`config.mk`:
```
export PLATFORM = sky130hd
export DESIGN_NAME = insn_mem_loader
export DESIGN_NICKNAME = d
export VERILOG_FILES = /design/src/rtl/insn_mem_loader.sv
export SDC_FILE = /design/constraint.sdc
export NUM_CORES = 1
export LEC_CHECK = 0
export BUFFER_PORTS_ARGS = -buffer_cell sky130_fd_sc_hd__buf_2
export CORE_MARGIN = 1.5
export CORE_UTILIZATION = 56
export CTS_CLUSTER_SIZE = 25
export DETAILED_ROUTE_END_ITERATION = 8
export PLACE_DENSITY = 0.87
export SLEW_MARGIN = 40
export SYNTH_ARGS = -nofsm -noshare
export SYNTH_HDL_FRONTEND = slang
export SYNTH_SLANG_ARGS = --single-unit
```
`constraint.sdc`:
```
create_clock -name clk -period 2.3 [get_ports clk]
set_input_delay 0 -clock clk [delete_from_list [all_inputs] [get_ports clk]]
set_output_delay 0 -clock clk [all_outputs]
set_load 0.005 [all_outputs]
```
`src/rtl/insn_mem_loader.sv`:
```
// Boot-time instruction memory loader: unpacks a length-prefixed little-endian
// byte stream into word writes starting at word 0, holding the CPU until a good load.
module insn_mem_loader #(
  parameter int unsigned ADDR_W    = 10,
  parameter int unsigned MAX_WORDS = 1024
) (
  input  logic        clk,
  input  logic        rst_n,
  input  logic        start,
  input  logic        abort,
  input  logic [7:0]  byte_in,
  input  logic        byte_valid,
  output logic        byte_ready,
  output logic        wr_en,
  output logic [31:0] wr_addr,
  output logic [31:0] wr_data,
  output logic        cpu_hold,
  output logic        busy,
  output logic        done,
  output logic        err
);

  localparam int unsigned IDX_W = ADDR_W + 1;
  localparam int unsigned LEN_W = 16;

  typedef enum logic [2:0] {
    S_IDLE, S_LEN0, S_LEN1, S_DATA, S_DONE, S_ERR
  } state_e;

  state_e             state_q, state_d;
  logic [LEN_W-1:0]   len_q, len_d;
  logic [IDX_W-1:0]   word_idx_q, word_idx_d;
  logic [1:0]         byte_cnt_q, byte_cnt_d;
  logic [23:0]        partial_q, partial_d;
  logic               byte_ready_q, byte_ready_d;
  logic               wr_en_q, wr_en_d;
  logic [31:0]        wr_addr_q, wr_addr_d;
  logic [31:0]        wr_data_q, wr_data_d;
  logic               cpu_hold_q, cpu_hold_d;
  logic               busy_q, busy_d;
  logic               done_q, done_d;
  logic               err_q, err_d;

  logic               accept;
  logic               restart;
  logic               last_write;
  logic [LEN_W-1:0]   len_full;

  assign accept     = byte_valid && byte_ready_q;
  assign restart    = start && (state_q == S_IDLE || state_q == S_DONE || state_q == S_ERR);
  assign len_full   = {byte_in, len_q[7:0]};
  // word_idx has already advanced past the word being written this cycle
  assign last_write = wr_en_q && (32'(word_idx_q) == 32'(len_q));

  // State register
  always_ff @(posedge clk or negedge rst_n) begin
    if (!rst_n) state_q <= S_IDLE;
    else        state_q <= state_d;
  end

  // Next-state logic
  always_comb begin
    state_d = state_q;
    unique case (state_q)
      S_IDLE, S_DONE, S_ERR: if (start) state_d = S_LEN0;
      S_LEN0: begin
        if (abort)       state_d = S_ERR;
        else if (accept) state_d = S_LEN1;
      end
      S_LEN1: begin
        if (abort) state_d = S_ERR;
        else if (accept) begin
          if (len_full == '0)                   state_d = S_DONE;
          else if (32'(len_full) > MAX_WORDS)   state_d = S_ERR;
          else                                  state_d = S_DATA;
        end
      end
      S_DATA: begin
        if (abort)           state_d = S_ERR;
        else if (last_write) state_d = S_DONE;
      end
      default: state_d = S_IDLE;
    endcase
  end

  // Datapath and registered status outputs
  always_comb begin
    len_d      = len_q;
    word_idx_d = word_idx_q;
    byte_cnt_d = byte_cnt_q;
    partial_d  = partial_q;
    wr_en_d    = 1'b0;
    wr_addr_d  = wr_addr_q;
    wr_data_d  = wr_data_q;

    if (restart) begin
      len_d      = '0;
      word_idx_d = '0;
      byte_cnt_d = '0;
      partial_d  = '0;
    end else if (accept) begin
      unique case (state_q)
        S_LEN0: len_d[7:0]  = byte_in;
        S_LEN1: len_d[15:8] = byte_in;
        S_DATA: begin
          byte_cnt_d = byte_cnt_q + 2'd1;
          unique case (byte_cnt_q)
            2'd0: partial_d[7:0]   = byte_in;
            2'd1: partial_d[15:8]  = byte_in;
            2'd2: partial_d[23:16] = byte_in;
            default: begin
              wr_en_d    = 1'b1;
              wr_data_d  = {byte_in, partial_q};
              wr_addr_d  = 32'({word_idx_q, 2'b00});
              word_idx_d = word_idx_q + IDX_W'(1);
              partial_d  = '0;
            end
          endcase
        end
        default: ;
      endcase
    end

    busy_d       = (state_d == S_LEN0) || (state_d == S_LEN1) || (state_d == S_DATA);
    byte_ready_d = busy_d;
    cpu_hold_d   = busy_d || (state_d == S_ERR);
    done_d       = (state_d == S_DONE);
    err_d        = (state_d == S_ERR);
  end

  always_ff @(posedge clk or negedge rst_n) begin
    if (!rst_n) begin
      len_q        <= '0;
      word_idx_q   <= '0;
      byte_cnt_q   <= '0;
      partial_q    <= '0;
      byte_ready_q <= 1'b0;
      wr_en_q      <= 1'b0;
      wr_addr_q    <= '0;
      wr_data_q    <= '0;
      cpu_hold_q   <= 1'b0;
      busy_q       <= 1'b0;
      done_q       <= 1'b0;
      err_q        <= 1'b0;
    end else begin
      len_q        <= len_d;
      word_idx_q   <= word_idx_d;
      byte_cnt_q   <= byte_cnt_d;
      partial_q    <= partial_d;
      byte_ready_q <= byte_ready_d;
      wr_en_q      <= wr_en_d;
      wr_addr_q    <= wr_addr_d;
      wr_data_q    <= wr_data_d;
      cpu_hold_q   <= cpu_hold_d;
      busy_q       <= busy_d;
      done_q       <= done_d;
      err_q        <= err_d;
    end
  end

  assign byte_ready = byte_ready_q;
  assign wr_en      = wr_en_q;
  assign wr_addr    = wr_addr_q;
  assign wr_data    = wr_data_q;
  assign cpu_hold   = cpu_hold_q;
  assign busy       = busy_q;
  assign done       = done_q;
  assign err        = err_q;

endmodule
```
==> reports/qor.csv <==
stage,metric,value,unit
run_status,status,completed,
setup_path,required time of the worst setup path,2.61,ns
place,Final GP Congestion,0.927,
drt,drt via density,5.43,
logic_synthesis,multiplexer fraction of the synthesized cell area,2.44,%
setup_path,Worst Setup SP,len_q[0],
global_route,overall routing resource usage,24.4,%
cts,post-CTS clock slew at the launch and capture registers of the worst setup and hold paths,0.11,ns
power,Switching Share,32.1,%
layout,number of nets in the layout,567,
drt,number of remaining DRC errors,0,
floorplanning,vertical extent of the die,94.7,um
cts,Clock Tree Buf Depth,2,
layout,share of post-route cells with drive strength above 1,17.7,%
cts,post-CTS setup-driven buffer insertion count,0,
hold_path,start point of the worst min-delay path,start,
layout,"leading cell types in the layout, fill and taps excluded","158 x nand2_1, 104 x dfrtp_1, 60 x buf_2",
timing,Max Slew Vio Count,0,
logic_synthesis,xor and xnor fraction of the mapped netlist area,2.79,%
logic_synthesis,count of flip-flops with a built-in enable after synthesis,0,
cts,CTS tree,built,
logic_synthesis,"flops & latches, synth",104,
logic_synthesis,distinct cell type count of the synthesized netlist,48,
logic_synthesis,post-synthesis instance area,4710,sq um
drt,routed wire length,10000,um
global_route,antenna violations before repair,0,
power,leakage power total,2.83,nW
global_route,total global routing overflow,0,
logic_synthesis,"synthesized-area fraction occupied by ao, oa, aoi and oai cells",9.35,%
power,total power per unit cell area,737,nW/um^2
global_route,wire length of the first global-routing pass,16700,um
setup_path,reg-to-reg critical path startpoint,len_q[0],
logic_synthesis,warning count from the yosys run,0,
logic_synthesis,leading post-synthesis cells by cell area,"dfrtp_1 55%, nand2_1 13%, buf_4 3.8%",
timing,final sum of negative setup slack,0,ns
floorplanning,initial core utilization,57.6,%
timing,unrepaired setup endpoints after global routing,no,
drt,routed len/inst,15.2,um
logic_synthesis,combinational family with the most area after synthesis,simple AND/OR/NAND/NOR gates,
logic_synthesis,"FFs w/ async S/R, synth",100,%
layout,number of fill cells in the layout,649,
timing,count of final setup violators,0,
setup_path,startpoint type of the worst setup path,flop,
layout,"commonest non-fill, non-tap cell in the layout",nand2_1,
timing,Setup Skew,0.0145,ns
logic_synthesis,top_reg_cell synth,dfrtp_1,
cts,Skew-Pair Late Insertion Delay,0.38,ns
drt,remaining number of nets flagged by the antenna check after routing,0,
place,Port Buffers,61,
setup_path,CP endpoint kind,flop,
floorplanning,area of the placeable core,8180,sq um
cts,clock tree sinks,104,
logic_synthesis,"post-synthesis share of cell area spent on and, or, nand and nor gates",21.7,%
timing,peak clock frequency supported by timing,463,MHz
setup_path,CP max FO,4,
layout,fin area,5290,sq um
timing,Final Hold Violating Endpoints,0,
power,Internal,0.00265,W
setup_path,data arrival time of the critical path,2.47,ns
floorplanning,die outline width,94.7,um
timing,time the worst path needs with I/O delays and setup,2.16,ns
drt,vias after detailed routing,3573,
power,part of the total power dissipated in sequential elements,53.0,%
logic_synthesis,"arithmetic-cell share of the synthesized area counting full adders, half adders and majority gates",1.33,%
setup_path,type of the worst setup path,reg2reg,
power,Clock Power Share,26.7,%
cts,cell chosen for the clock root,clkbuf_8,
global_route,number of global-route vias before repair,3461,
job,max-cap check violation count,0,
timing,slew at the pin closest to its max-slew limit,0.672,ns
power,Max rail drop VDD,0.291,mV
timing,worst relative slew slack,55.2,%
hold_path,path class of the lowest-slack min-delay path,in2reg,
place,cell area reported after detailed placement,5010,sq um
floorplanning,I/O pin cnt,83,
layout,synthesis-to-layout area growth,12.3,%
cts,number of CTS-inserted buffers,9,
logic_synthesis,number of standard cells after synthesis,486,
floorplanning,placement row count,33,
drt,DRT iter0 DRCs,248,
logic_synthesis,average instance area after synthesis,9.69,sq um
power,share of total power in combinational logic,20.3,%
layout,Diodes inserted,0,
logic_synthesis,top cell type by total area after synthesis,dfrtp_1,
logic_synthesis,share of the synthesized area in the top cell type,55.3,%
cts,number of levels in the clock H-tree,3,
power,switching component of the power,0.00125,W
logic_synthesis,register area share after synthesis,55.3,%
floorplanning,Die Footprint,8970,sq um
global_route,pin count of the biggest net entering global routing,55,
place,HPWL Detailed,6740,um
timing,final clock period utilization by the worst path,94.0,%
drt,first drt pass iteration count,4,
cts,number of instances resized during post-cts repair,0,
[power by group through the flow]
stage	Combinational, W	Sequential [W]	Clock [W]
final	0.000790	0.00207	0.00104
after global routing	0.000875	0.00208	0.00113
after CTS	0.000786	0.00206	0.00106
after detailed placement	0.000760	0.00210	0
after global placement	0.000727	0.00209	0
after floorplan	0.000570	0.00207	0
[layout make-up]
class                   count  area [sq um]  share of cell area [%]
flip-flops and latches    104          2600                    49.2
inverters                   8          30.0                   0.568
clock inverters             6          52.6                   0.994
multi-input cells         348          1860                    35.2
well taps                 105           131                    2.48
repair buffers             78           485                    9.18
clock buffers               9           124                    2.34
[logic make-up (layout without fill, tap and decap cells)]
kind of cell             after synthesis  count (layout)
buffers and inverters                 54             101
XOR/XNOR                              15              15
AND/OR/NAND/NOR                      231             231
other                                  1              21
multiplexers                          11              11
flip-flops                           104             104
adder cells (fa/ha/maj)                5               5
AO/OA/AOI/OAI                         65              65
[cell usage after synthesis, drive strengths merged, types with 2 or more instances]
| master | n |
|---|---|
| nor3 | 9 |
| nand4 | 5 |
| clkbuf | 15 |
| xnor2 | 3 |
| nand2 | 159 |
| inv | 8 |
| ha | 5 |
| a22o | 16 |
| nor4 | 4 |
| nand3 | 13 |
| xor2 | 12 |
| or4 | 3 |
| a21oi | 23 |
| o21ai | 20 |
| and2 | 4 |
| or3 | 3 |
| nor3b | 2 |
| nor2 | 21 |
| buf | 31 |
| and3 | 2 |
| mux2i | 10 |
| dfrtp | 104 |
[path summary, 6_finish.rpt]
path | to | slack, ns | depth (start not counted)
max | done | 0.14 | 5
min | byte_cnt_q[0] | 0.08 | 3
max reg2reg | done | 0.14 | 5
min reg2reg | wr_data[3] | 0.47 | 2
max in group asynchronous | partial_q[2] | 1.36 | 3
min in group asynchronous | partial_q[17] | 0.24 | 2
[critical path, cell delays in order, from the launching register on]
cell	delay [ns]
dfrtp_1	0.42
or4_4	0.51
nor4_4	0.30
mux2_4	0.37
o311ai_4	0.28
o2111a_1	0.23
[state kept, by name, summed over array words and instances (netlist names)]
register and flops:
busy 1, state_q 3, byte_cnt_q 2, err 1, wr_data 32, len_q 16, wr_addr 11, done 1
word_idx_q 11, partial_q 24, wr_en 1, cpu_hold 1
[layer usage]
| metal | up-vias | track usage, % | share of wire (%) |
|---|---|---|---|
| li1 | 1687 | - | - |
| met1 | 1749 | 32.6 | 43 |
| met2 | 119 | 39.1 | 50 |
| met3 | 18 | 4.75 | 5.1 |
| met4 | 0 | 10.2 | 2.0 |
| met5 | - | 0 | 0 |
[stage by stage]
| stage | hold WS [ns] | std cells | utilization, % | power, W | worst slack (ns) |
|---|---|---|---|---|---|
| floorplan | -0.296 | 506 | - | 0.00264 | 0.221 |
| global placement | 0.0679 | 633 | 61.3 | 0.00281 | 0.143 |
| detailed placement | 0.0799 | 633 | 61.3 | 0.00286 | 0.0815 |
| CTS | 0.0760 | 658 | 64.7 | 0.00391 | 0.0265 |
| global route | 0.0768 | 658 | 64.7 | 0.00409 | 0.0341 |
| finish | 0.0809 | 658 | 64.7 | 0.00390 | 0.138 |
[what timing repair did]
action                     CTS  global route
hold endpoints to repair    86             0
hold buffers                10             0
setup endpoints to repair    0             3
Note: power is estimated with default switching activity, not from simulation.
